File: src/rtl/spi_controller.sv
// rtl/spi_controller.sv - SPI mode-0 initiator turning one {rw, addr, data} request into one 16-bit frame
module spi_controller #(
  parameter int CLK_DIV  = 4,
  parameter int CS_LEAD  = 4,
  parameter int CS_LAG   = 4,
  parameter int IDLE_GAP = 4
) (
  input  logic       clk,
  input  logic       rst_n,
  input  logic       req_valid,
  output logic       req_ready,
  input  logic       req_rw,
  input  logic [6:0] req_addr,
  input  logic [7:0] req_data,
  output logic       nCS,
  output logic       SCLK,
  output logic       COPI,
  output logic       busy,
  output logic       done
);

  localparam int DW    = (CLK_DIV > 1) ? $clog2(CLK_DIV) : 1;
  localparam int TMAX0 = (CS_LEAD > CS_LAG) ? CS_LEAD : CS_LAG;
  localparam int TMAX  = (TMAX0 > IDLE_GAP) ? TMAX0 : IDLE_GAP;
  localparam int TW    = $clog2(TMAX + 1);

  typedef enum logic [2:0] {IDLE, LEAD, SHIFT, LAG, GAP} state_t;

  state_t          state, state_n;
  logic [TW-1:0]   tmr, tmr_n;
  logic [DW-1:0]   div_cnt, div_n;
  logic [3:0]      bit_cnt, bit_n;
  logic [15:0]     shift_reg, shift_n;
  logic            ncs_q, ncs_n;
  logic            sclk_q, sclk_n;
  logic            copi_q, copi_n;
  logic            done_q, done_n;

  assign req_ready = (state == IDLE) && rst_n;
  assign busy      = (state != IDLE);
  assign nCS       = ncs_q;
  assign SCLK      = sclk_q;
  assign COPI      = copi_q;
  assign done      = done_q;

  always_comb begin
    state_n = state;
    tmr_n   = tmr;
    div_n   = div_cnt;
    bit_n   = bit_cnt;
    shift_n = shift_reg;
    ncs_n   = ncs_q;
    sclk_n  = sclk_q;
    copi_n  = copi_q;
    done_n  = 1'b0;
    case (state)
      IDLE: begin
        if (req_valid && req_ready) begin
          shift_n = {req_rw, req_addr, req_data};
          ncs_n   = 1'b0;
          copi_n  = req_rw;
          tmr_n   = '0;
          state_n = LEAD;
        end
      end
      LEAD: begin
        if (tmr == TW'(CS_LEAD - 1)) begin
          tmr_n   = '0;
          div_n   = '0;
          bit_n   = 4'd0;
          state_n = SHIFT;
        end else begin
          tmr_n = tmr + 1'b1;
        end
      end
      SHIFT: begin
        if (div_cnt == DW'(CLK_DIV - 1)) begin
          div_n  = '0;
          sclk_n = !sclk_q;
          // Falling SCLK: present the next bit in the same cycle so it is stable for a full low half
          if (sclk_q) begin
            if (bit_cnt == 4'd15) begin
              copi_n  = 1'b0;
              tmr_n   = '0;
              state_n = LAG;
            end else begin
              bit_n   = bit_cnt + 4'd1;
              shift_n = {shift_reg[14:0], 1'b0};
              copi_n  = shift_reg[14];
            end
          end
        end else begin
          div_n = div_cnt + 1'b1;
        end
      end
      LAG: begin
        if (tmr == TW'(CS_LAG - 1)) begin
          ncs_n   = 1'b1;
          done_n  = 1'b1;
          tmr_n   = '0;
          state_n = GAP;
        end else begin
          tmr_n = tmr + 1'b1;
        end
      end
      GAP: begin
        if (tmr == TW'(IDLE_GAP - 1)) begin
          tmr_n   = '0;
          state_n = IDLE;
        end else begin
          tmr_n = tmr + 1'b1;
        end
      end
      default: state_n = IDLE;
    endcase
  end

  always_ff @(posedge clk) begin
    if (!rst_n) begin
      state     <= IDLE;
      tmr       <= '0;
      div_cnt   <= '0;
      bit_cnt   <= 4'd0;
      shift_reg <= 16'h0000;
      ncs_q     <= 1'b1;
      sclk_q    <= 1'b0;
      copi_q    <= 1'b0;
      done_q    <= 1'b0;
    end else begin
      state     <= state_n;
      tmr       <= tmr_n;
      div_cnt   <= div_n;
      bit_cnt   <= bit_n;
      shift_reg <= shift_n;
      ncs_q     <= ncs_n;
      sclk_q    <= sclk_n;
      copi_q    <= copi_n;
      done_q    <= done_n;
    end
  end

endmodule

File: config.mk
export PLATFORM = sky130hd
export DESIGN_NAME = spi_controller
export DESIGN_NICKNAME = d
export VERILOG_FILES = /design/src/rtl/spi_controller.sv
export SDC_FILE = /design/constraint.sdc
export NUM_CORES = 1
export LEC_CHECK = 0
export BUFFER_PORTS_ARGS = -buffer_cell sky130_fd_sc_hd__buf_2
export CAP_MARGIN = 10
export CELL_PAD_IN_SITES_DETAIL_PLACEMENT = 1
export CELL_PAD_IN_SITES_GLOBAL_PLACEMENT = 1
export CORE_MARGIN = 2
export CORE_UTILIZATION = 45
export DETAILED_ROUTE_END_ITERATION = 12
export PLACE_DENSITY_LB_ADDON = 0.12
export SLEW_MARGIN = 20
export SYNTH_ARGS = -nofsm -noshare
export SYNTH_HDL_FRONTEND = slang
export SYNTH_SLANG_ARGS = --single-unit
export TNS_END_PERCENT = 100
File: constraint.sdc
create_clock -name clk -period 3.7 [get_ports clk]
set_clock_uncertainty 0.15 [all_clocks]
set_input_delay 0 -clock clk [delete_from_list [all_inputs] [get_ports clk]]
set_output_delay 0 -clock clk [all_outputs]
set_load 0.01 [all_outputs]
==> results of run 1 <==
## synthesized netlist by cell type, types with 2 or more instances
| cell | n |
|---|---|
| a32o_1 | 2 |
| clkbuf_1 | 5 |
| nand4_1 | 2 |
| nor3_1 | 3 |
| o221a_2 | 4 |
| o21ai_0 | 4 |
| ha_1 | 3 |
| nor2b_1 | 4 |
| o221a_1 | 10 |
| nand3_1 | 9 |
| nand2_1 | 14 |
| o31ai_1 | 2 |
| a31oi_1 | 3 |
| a21oi_1 | 6 |
| o21a_1 | 14 |
| and2_1 | 2 |
| buf_2 | 4 |
| xnor2_1 | 2 |
| nand2b_1 | 2 |
| dfxtp_1 | 31 |
| nor2_1 | 10 |
## cell families (layout without fill, tap and decap cells)
kind of cell | Yosys count | after routing | synth area share, %
simple gates | 57 | 57 | 22.0
compound gates | 52 | 52 | 28.5
flops | 31 | 31 | 41.6
buf+inv | 12 | 54 | 3.60
fa+ha+maj | 3 | 3 | 2.51
xor+xnor | 3 | 3 | 1.76
## stage by stage
stage,instances,hold WS (ns),cell area (um2),total power [mW],utilization (%)
2_1_floorplan,158,-0.0197,1490,0.413,-
3_3_place_gp,216,0.106,1620,0.432,52.3
3_5_place_dp,216,0.104,1620,0.436,52.3
4_1_cts,244,0.00372,1910,0.729,61.5
5_1_grt,244,0.0252,1910,0.761,61.5
6_report,244,0.0296,1910,0.728,61.5
## critical path, stage by stage
cell and delay, ns:
dlygate4sd3_1 0.54, buf_2 0.40, nor4b_4 0.35, nand2_2 0.27
a21oi_2 0.62, o21ai_0 0.20, dlygate4sd3_1 0.58
## worst paths after layout
kind / start / endpoint / slack (ns) / cells past startpoint
setup / recovery: rst_n / shift_reg[0] / 0.83 / 7
hold / removal: req_valid / tmr[2] / 0.03 / 4
hold reg to reg: shift_reg[5] / shift_reg[5] / 0.33 / 1
setup reg to reg: state[1] / shift_reg[0] / 0.86 / 5
## per-layer routing
| metal | wire (um) | global-route usage, % | up-vias |
|---|---|---|---|
| met1 | 1830 | 29.9 | 712 |
| met5 | 0 | 0 | - |
| met4 | 95 | 13.4 | 0 |
| met3 | 210 | 9.24 | 9 |
| li1 | - | - | 681 |
| met2 | 2290 | 44.8 | 42 |
## repair_timing
item	4_1_cts	5_1_grt
endpoints found under the hold margin	20	0
hold buffers	20	0
buffers inserted	0	0
## layout make-up
cell class | instances | area, um2
Clock buffer | 6 | 51.3
Clock inverter | 2 | 35.0
Fill cell | 377 | 1190
Inverter | 2 | 7.51
Multi-Input combinational cell | 115 | 818
Sequential cell | 31 | 621
Tap cell | 44 | 55.1
Timing Repair Buffer | 44 | 320
## power by group through the flow
stage | Sequential [mW] | Combinational, mW | Clock [mW]
after CTS | 0.361 | 0.0841 | 0.283
after floorplan | 0.364 | 0.0484 | 0
after global placement | 0.367 | 0.0647 | 0
final | 0.362 | 0.0869 | 0.279
after global routing | 0.364 | 0.0951 | 0.303
after detailed placement | 0.369 | 0.0669 | 0
==> results.md, run 1 <==
- GP Congestion: 0.777
- Fin Setup TNS: 0 ns
- Final cycle utilization of the critical path: 77.6%
- CP max FO: 25
- WS Path Type: in2reg
- Critical Path RT: 3.79 ns
- DRT Wirelength: 4420 um
- Clk sinks: 31
- CTS tree: yes
- CTS buffer count: 5
- Die area: 3790 um2
- Comb power frac: between 10% and 20%
- Initial Util: 48.1%
- Clock Power Share: approximately two fifths
- Largest register FFs: 15
- HPWL Detailed: 2640 um
- Yosys top cell area share: 41.6%
- Synth Cell Area: about 1500 um2
- Critical Path AT: 2.96 ns
- Switch Pwr: roughly 0.17 mW
- Vias per std cell: between 5 and 6
- CP endpoint kind: flip-flop
- Die height: roughly 60 um
- I/O pins: 25
- Post-CTS sizing: 0
- Most frequent cells in the layout: 31 x dfxtp_1, 24 x buf_2, 20 x dlygate4sd3_1
- Unrepaired setup endpoints after global routing: false
- Final #Nets: between 200 and 250
- Lkg Pwr: 0.749 nW
- DRC Markers: 0
- Buffers on Ports: 24
- Dominant synthesized flop cell: dfxtp_1
- Type of the tightest min-delay check: in2reg
- Slew headroom: 55.0%
- Place WS: between 1 and 1.5 ns
- Flop pwr share: 49.7%
- Cell taking the most area after synthesis: dfxtp_1
- Die X-Extent: around 62 um
- Vias in the first global route: approximately 1500
- # rows: 20
- Tmin final: 2.87 ns
- Starting DRT DRC Count: 77
- First-pass GRT wire length: 7110 um
- TritonRoute pass-1 iters: 4
- Commonest non-fill, non-tap cell in the layout: dfxtp_1
- #FFs+latches synth: 31
- Fin. Hold Viols: 0
- Clk buf depth: 2
- PD cells: 382 nW/um2
- Status: completed
- Layout cells sized above 1: 21.0%
- Largest cells by area after synthesis: dfxtp_1 42%, o221a_1 7.5%, o21a_1 7.0%
- Root Buffer: clkbuf_4
- Area Overhead vs Synth: 27.8%
- Pint: 0.557 mW
- Achievable frequency: 0.348 GHz
- Antenna violations before repair: 0
- Vias: 1444
- H-tree levels: 2
- Register area share after synthesis: 41.6%
- # setup viols final: 0
- Total GRT Usage: 26.7%
- Slew Limit Fails: 0
- Switch share: 23.5%
- Cell variety after synth: 43
- EDFF count, synth: 0
- Async set-reset flop share out of synthesis: 0%
- Clk Latency, worst-skew pair: 0.34 ns
- Total gr overflow: 0
- Max cap viols: 0
- Synth Instances: around 160
- Peak supply drop: 0.264 mV
- Synth warn: 0
- Diode count: 0
- Worst Tran Pin Value: 0.659 ns
- Final WS setup: 0.829 ns
- DR WL/cell: 18.1 um
- Post-synth net total: 180
- Mapped Avg Cell Area: 9.45 um2
- Core box area: 3100 um2
- Worst-path clk slew: 0.10 ns
- Antenna-violating nets left: 0
- Largest net degree at the start of global routing: 26
- Critical Path Start Type: primary input
Note: power is estimated with default switching activity, not from simulation.
==> run 2, diff against run 1 <==
--- a/config.mk
+++ b/config.mk
@@ -5,12 +5,13 @@
 export SDC_FILE = /design/constraint.sdc
 export NUM_CORES = 1
 export LEC_CHECK = 0
+export ABC_AREA = 1
 export BUFFER_PORTS_ARGS = -buffer_cell sky130_fd_sc_hd__buf_2
 export CAP_MARGIN = 10
 export CELL_PAD_IN_SITES_DETAIL_PLACEMENT = 1
 export CELL_PAD_IN_SITES_GLOBAL_PLACEMENT = 1
 export CORE_MARGIN = 2
-export CORE_UTILIZATION = 45
+export CORE_UTILIZATION = 37
 export DETAILED_ROUTE_END_ITERATION = 12
 export PLACE_DENSITY_LB_ADDON = 0.12
 export SLEW_MARGIN = 20
==> constraint.sdc (replaced) <==
create_clock -name clk -period 2.3 [get_ports clk]
set_clock_uncertainty 0.15 [all_clocks]
set_input_delay 0 -clock clk [delete_from_list [all_inputs] [get_ports clk]]
set_output_delay 0 -clock clk [all_outputs]
set_load 0.01 [all_outputs]
==> run 2 against run 1 <==
Compared with the run above: via count up 18%; sequential share of layout area down 4.2 points; final cell count up 45%; routed wire length up 4.0%; critical path depth down 1; sequential cell count unchanged; die area up 43%; design area up 15%; clock power up 41%; critical endpoint is now shift_reg[5]; highest routed layer unchanged.
==> results.md, run 2 <==
- # setup viols final: 0 (unchanged)
- Slew Limit Fails: 0 (unchanged)
- Total gr overflow: 0 (unchanged)
- Max incr delay on CP: 0.63 ns (about the same)
- Met1 Routed Length: 2230 um (+22%)
- Finished Layout Cells: 355 (+45%)
- Antenna-violating nets left: 0 (unchanged)
- Synth Area in XOR/XNOR: 0.972% (-0.79 points)
- Util after Layout: 46.4% (-15 points)
- Critical Path AT: 2.08 ns (-0.88 ns)
- Post-synth net total: 270 (+50%)
- Total GRT Usage: 18.7% (-8.0 points)
- Crit. Startpoint: state[1]
- Layout cells sized above 1: 23.3% (+2.3 points)
- Most frequent cells in the layout: 81 x nand2_1, 31 x dfxtp_1, 24 x buf_2
- Top cells by count, synth: 81 x nand2_1, 31 x dfxtp_1, 21 x nand3_1, 18 x nor2_1
- Commonest non-fill, non-tap cell in the layout: nand2_1
- Synth Instances: 248 (+57%)
- H-tree levels: 2 (unchanged)
- Fin Setup TNS: 0 ns (unchanged)
- Initial Util: 38.1% (-10 points)
- Dominant synthesized flop cell: dfxtp_1
- DR WL/cell: 12.9 um (-29%)
- Max cap viols: 0 (unchanged)
- Multi-input logic area: 1020 um2 (+25%)
- # rows: 25 (+25%)
- Clk buf depth: 2 (unchanged)
- Largest family of logic cells by synthesized area: simple AND/OR/NAND/NOR gates
- Crit path max-delay cell type: dfxtp_1
- Top sig layer: met4
- Storage element area: 621 um2 (unchanged)
- Die X-Extent: 73.8 um (+20%)
- Buffers on Ports: 24 (unchanged)
- Synth Area in Simple Gates: 41.5% (+19 points)
- Top-count cell post-synth: nand2_1
- Critical Path Start Type: flip-flop
- Fillers: 627 (+66%)
- Largest cells by area after synthesis: dfxtp_1 34%, nand2_1 17%, nand3_1 5.8%
- Cell taking the most area after synthesis: dfxtp_1
- Tmin final: between 2 and 2.5 ns
- Clk sinks: 31 (unchanged)
- Final cycle utilization of the critical path: 87.6%
- Worst-path clk slew: 0.06 ns (-0.04 ns)
- CP endpoint kind: flip-flop
- Status: completed
- Fin. Hold Viols: 0 (unchanged)
- Largest register FFs: 15 (unchanged)
- R2R depth: 6 (+1)
- Synth Cell Area: 1800 um2 (+21%)
- Synth warn: 0 (unchanged)
- Die height: 73.8 um (+20%)
- Worst Tran Pin Value: 0.500 ns (-0.159 ns)
- Place WS: 0.306 ns (-1.13 ns)
- R2R Path Start: state[1]
- Achievable frequency: 0.496 GHz
- Area Overhead vs Synth: 21.6%
- Mapped Avg Cell Area: 7.27 um2 (-23%)
- Peak supply drop: 0.647 mV (+150%)
- R2r endpoint: shift_reg[5]
- Inst Count DP: 332 (+54%)
- Worst setup path end: shift_reg[5]
- EDFF count, synth: 0 (unchanged)
- Post-synthesis mux area share: 0% (unchanged)
- First-pass GRT wire length: 7760 um (+9.2%)
- Die area: 5440 um2 (+43%)
- DRT Wirelength: 4600 um (+4.0%)
- Async set-reset flop share out of synthesis: 0% (unchanged)
- Diode count: 0 (unchanged)
- Compound-Gate Fraction of Synth Area: 12.2% (-16 points)
- CTS buffer count: 5 (unchanged)
- Vias in the first global route: 1720 (+16%)
- Final WS setup: 0.285 ns (-0.544 ns)
- Largest net degree at the start of global routing: 20 (-23%)
- Reg2Reg Setup Slack: 0.28 ns (-0.58 ns)
- Vias: 1697 (+18%)
- Clk Latency, worst-skew pair: 0.28 ns (-0.06 ns)
- CP max FO: 14 (-44%)
- Unrepaired setup endpoints after global routing: false
- DRC Markers: 0 (unchanged)
- Antenna violations before repair: 0 (unchanged)
- TritonRoute pass-1 iters: 4 (unchanged)
- Cell variety after synth: 29 (-33%)
- PD cells: 1030 nW/um2 (+170%)
- Register area share after synthesis: 34.4% (-7.1 points)
- GP Congestion: 0.810 (+4.2%)
- Root Buffer: clkbuf_8
- Vias per std cell: 4.78 (-19%)
- Cells on Worst Hold Path: 6 (+2)
- Slew headroom: 66.6% (+12 points)
- Post-CTS sizing: 0 (unchanged)
- DR WL met3: 117 um (-44%)
- Hold Worst Slack: 0.0551 ns (+0.0255 ns)
- Critical Path RT: 2.37 ns (-1.42 ns)
- WS Path Type: reg2reg
- Final #Nets: 311 (+41%)
- HPWL Detailed: 3290 um (+24%)
- CTS tree: yes
- Type of the tightest min-delay check: in2reg
- Crit-path cells: inv_1 -> nand3_4 -> nand2_4 -> a21oi_4 -> nand3_1 -> a21oi_2
- #FFs+latches synth: 31 (unchanged)
- I/O pins: 25 (unchanged)
- Starting DRT DRC Count: 77 (unchanged)
- Met2 wire length: 2150 um (-5.9%)
- Lkg Pwr: 0.967 nW (+29%)
- Yosys top cell area share: 34.4% (-7.1 points)
- Core box area: 4720 um2 (+52%)
- Adder-cell share of the synthesized area: 2.08% (-0.43 points)
-- run 2: changes by cell type after synthesis, sizes merged, moves of 3 or more --
cell,before,now
nand4,2,6
buf,5,8
a31oi,3,0
nor2b,4,0
nand3,10,28
nor2,11,19
o221a,14,0
a21oi,7,27
nand2,15,94
inv,1,18
o21a,14,0
-- run 2: metal layers --
metal	global-route usage (%)	vias up
met3	3.84	10
met1	23.4	783
li1	-	882
met5	0	-
met4	8.28	0
met2	30.9	22
-- run 2: worst min-delay path by stage --
stage                   start   to  slack [ns]
global placement        rst_n  nCS        0.10
detailed placement      rst_n  nCS        0.10
CTS                 req_valid  nCS        0.05
floorplan               rst_n  nCS       -0.07
global route        req_valid  nCS         0.1
finish              req_valid  nCS        0.06
-- run 2: metrics by stage --
stage | power (mW) | instance area, um2
2_1_floorplan | 1.71 | 1800
3_3_place_gp | 1.85 | 1950
3_5_place_dp | 1.88 | 1950
4_1_cts | 2.31 | 2190
5_1_grt | 2.46 | 2190
6_report | 2.27 | 2190
-- run 2: worst max-delay path, delay by kind of cell, from the launching register on --
family / cells / cell delay [ns]
AOI/OAI and AO/OA: 2 / 0.49
buffers and inverters: 1 / 0.27
DFF: 1 / 0.63
and+or+nand+nor: 3 / 0.41
-- run 2: logic make-up after synthesis --
| group | Yosys count |
|---|---|
| adder cells (fa/ha/maj) | 3 |
| AND/OR/NAND/NOR | 150 |
| AO/OA/AOI/OAI | 33 |
| XOR/XNOR | 2 |
| flip-flops | 31 |
| buffers and inverters | 29 |
-- run 2: repair_timing --
action,4_1_cts,5_1_grt
setup endpoints to repair,0,0
hold buffers,17,0
buffers inserted,0,0
endpoints found under the hold margin,18,0
-- run 2: final cells by class --
class,count,share of cell area (%)
inverters,18,3.20
multi-input cells,188,46.7
well taps,67,3.83
repair buffers,45,14.6
flip-flops and latches,31,28.3
clock buffers,6,3.31
-- run 2: power breakdown --
| part | total [mW] | internal [mW] | switching, mW |
|---|---|---|---|
| combinational | 1.08 | 0.381 | 0.698 |
| sequential | 0.793 | 0.678 | 0.115 |
| clock | 0.394 | 0.201 | 0.192 |
==> run 3, diff against run 2 <==
--- a/config.mk
+++ b/config.mk
@@ -14,6 +14,7 @@
 export CORE_UTILIZATION = 37
 export DETAILED_ROUTE_END_ITERATION = 12
 export PLACE_DENSITY_LB_ADDON = 0.12
+export REMOVE_ABC_BUFFERS = 1
 export SLEW_MARGIN = 20
 export SYNTH_ARGS = -nofsm -noshare
 export SYNTH_HDL_FRONTEND = slang
==> run 3 against run 2 <==
Compared with the run above: count of clock-buffer cells in the layout is 1 higher; combinational power hardly changed; design area is 0.74% lower; sequential cell count stayed put; core utilization is 0.34 points lower; maximum frequency is 0.67% higher; critical path depth stayed put; clock power is 6.9% higher; final cell count is 0.28% lower; die area stayed put.
==> results.md, run 3 (synthesis results as in run 2) <==
- Status: completed
- Place WS: 0.314 ns (+0.00738 ns)
- Fin. Hold Viols: 0 (unchanged)
- Largest register FFs: 15 (unchanged)
- DR WL/cell: 12.5 um (-3.1%)
- Final cycle utilization of the critical path: 87.0% (-0.58 points)
- Crit path max-delay cell type: dfxtp_1
- Die area: 5440 um2 (unchanged)
- Total gr overflow: 0 (unchanged)
- WS Path Type: reg2reg
- Starting DRT DRC Count: 57 (-26%)
- Root Buffer: clkbuf_8
- Core box area: 4720 um2 (unchanged)
- Largest net degree at the start of global routing: 27 (+35%)
- Buf/Inv on CP: 1 (unchanged)
- CP max FO: 14 (unchanged)
- Vias per std cell: 4.86 (+1.6%)
- Fillers: 624 (-0.48%)
- HPWL Detailed: 3020 um (-8.2%)
- Antenna violations before repair: 0 (unchanged)
- Lkg Pwr: 0.960 nW (-0.77%)
- Peak supply drop: 0.341 mV (-47%)
- Tmin final: 2.00 ns (-0.0133 ns)
- Critical Path RT: 2.37 ns (about the same)
- Fin Setup TNS: 0 ns (unchanged)
- Max cap viols: 0 (unchanged)
- Layout cells sized above 1: 23.0% (-0.27 points)
- Setup Buffers After CTS: 0 (unchanged)
- CTS buffer count: 5 (unchanged)
- I/O pins: 25 (unchanged)
- CP top delay family: flip-flops
- Die X-Extent: 73.8 um (unchanged)
- PD cells: 1050 nW/um2 (+1.5%)
- DRC Markers: 0 (unchanged)
- Worst Tran Pin Value: 0.475 ns (-0.0247 ns)
- Clk sinks: 31 (unchanged)
- H-tree levels: 2 (unchanged)
- Critical Path AT: 2.07 ns (about the same)
- Antenna-violating nets left: 0 (unchanged)
- Clk buf depth: 2 (unchanged)
- First-pass GRT wire length: 7710 um (-0.62%)
- Hold Worst Slack: 0.0378 ns (-0.0173 ns)
- TritonRoute pass-1 iters: 4 (unchanged)
- Diode count: 0 (unchanged)
- Clk Latency, worst-skew pair: 0.28 ns (about the same)
- Slew Limit Fails: 0 (unchanged)
- Commonest non-fill, non-tap cell in the layout: nand2_1
- Util after Layout: 46.0% (-0.34 points)
- Unrepaired setup endpoints after global routing: false
- # rows: 25 (unchanged)
- Vias in the first global route: 1636 (-4.9%)
- CP endpoint kind: flip-flop
- Slew headroom: 68.3% (+1.6 points)
- # setup viols final: 0 (unchanged)
- Critical Path Start Type: flip-flop
- Final #Nets: 308 (-0.96%)
- Initial Util: 38.1% (unchanged)
- DRT Wirelength: 4440 um (-3.3%)
- Final WS setup: 0.298 ns (+0.0133 ns)
- Crit-path cells: inv_1 -> nand3_4 -> nand2_4 -> a21oi_4 -> nand3_1 -> a21oi_2
- Achievable frequency: 0.499 GHz (+0.67%)
- Buffers on Ports: 24 (unchanged)
- Total GRT Usage: 18.2% (-0.54 points)
- Most frequent cells in the layout: 81 x nand2_1, 31 x dfxtp_1, 24 x buf_2
- R2R depth: 6 (unchanged)
- CTS tree: yes
- Worst-path clk slew: 0.07 ns (about the same)
- Area Overhead vs Synth: 20.7%
- Max incr delay on CP: 0.62 ns (about the same)
- Vias: 1719 (+1.3%)
- Type of the tightest min-delay check: in2reg
- Crit. path cell count: 6 (unchanged)
- Die height: 73.8 um (unchanged)
- Cells on Worst Hold Path: 5 (-1)
- GP Congestion: 0.729 (-10%)
-- run 3: cell types whose count changed in the layout (fill, tap and decap cells not counted), sizes merged --
cell	delta
clkinv	+1
dlygate4sd3	-1
buf	-2
clkbuf	+1
-- run 3: what timing repair did --
action	4_1_cts	5_1_grt
resized for setup	0	0
setup endpoints to repair	0	0
hold buffers	16	0
hold endpoints to repair	18	0
-- run 3: layout make-up --
cell class              count  area [um2]  share of cell area [%]
repair buffers             42         295                    13.6
clock inverters             1        5.00                   0.230
inverters                  18        70.1                    3.22
flip-flops and latches     31         621                    28.5
clock buffers               7        76.3                    3.51
multi-input cells         188        1020                    47.1
well taps                  67        83.8                    3.85
-- run 3: layer usage --
metal,GRT usage [%],routed length (um),vias to the layer above
li1,-,-,875
met1,23.4,2120,808
met2,30.2,2140,31
met3,4.53,137,5
met4,4.85,43,0
met5,0,0,-
-- run 3: where the power goes --
| group | leakage (nW) | switching, mW | internal [mW] | total, mW |
|---|---|---|---|---|
| Sequential | 0.253 | 0.114 | 0.678 | 0.792 |
| Combinational | 0.665 | 0.702 | 0.369 | 1.07 |
| Clock | 0.0422 | 0.208 | 0.212 | 0.421 |
-- run 3: path summary, 6_finish.rpt --
path | startpoint | end | slack, ns
worst max register to register | state[1] | shift_reg[4] | 0.30
worst max-delay path | state[1] | shift_reg[4] | 0.30
worst min register to register | div_cnt[1] | div_cnt[1] | 0.31
worst min-delay path | req_rw | COPI | 0.04
-- run 3: worst min-delay path, stage by stage --
cell and delay [ns]:
buf_2 0.08, nand2_1 0.05, o21ai_0 0.13, nor2_1 0.08, nor2_1 0.09
-- run 3: metrics by stage --
stage / instance area, um2 / instances / power, mW
after global placement: 1930 / 330 / 1.85
after detailed placement: 1930 / 330 / 1.86
after global routing: 2170 / 354 / 2.48
final: 2170 / 354 / 2.28
after CTS: 2170 / 354 / 2.32
after floorplan: 1710 / 237 / 1.59
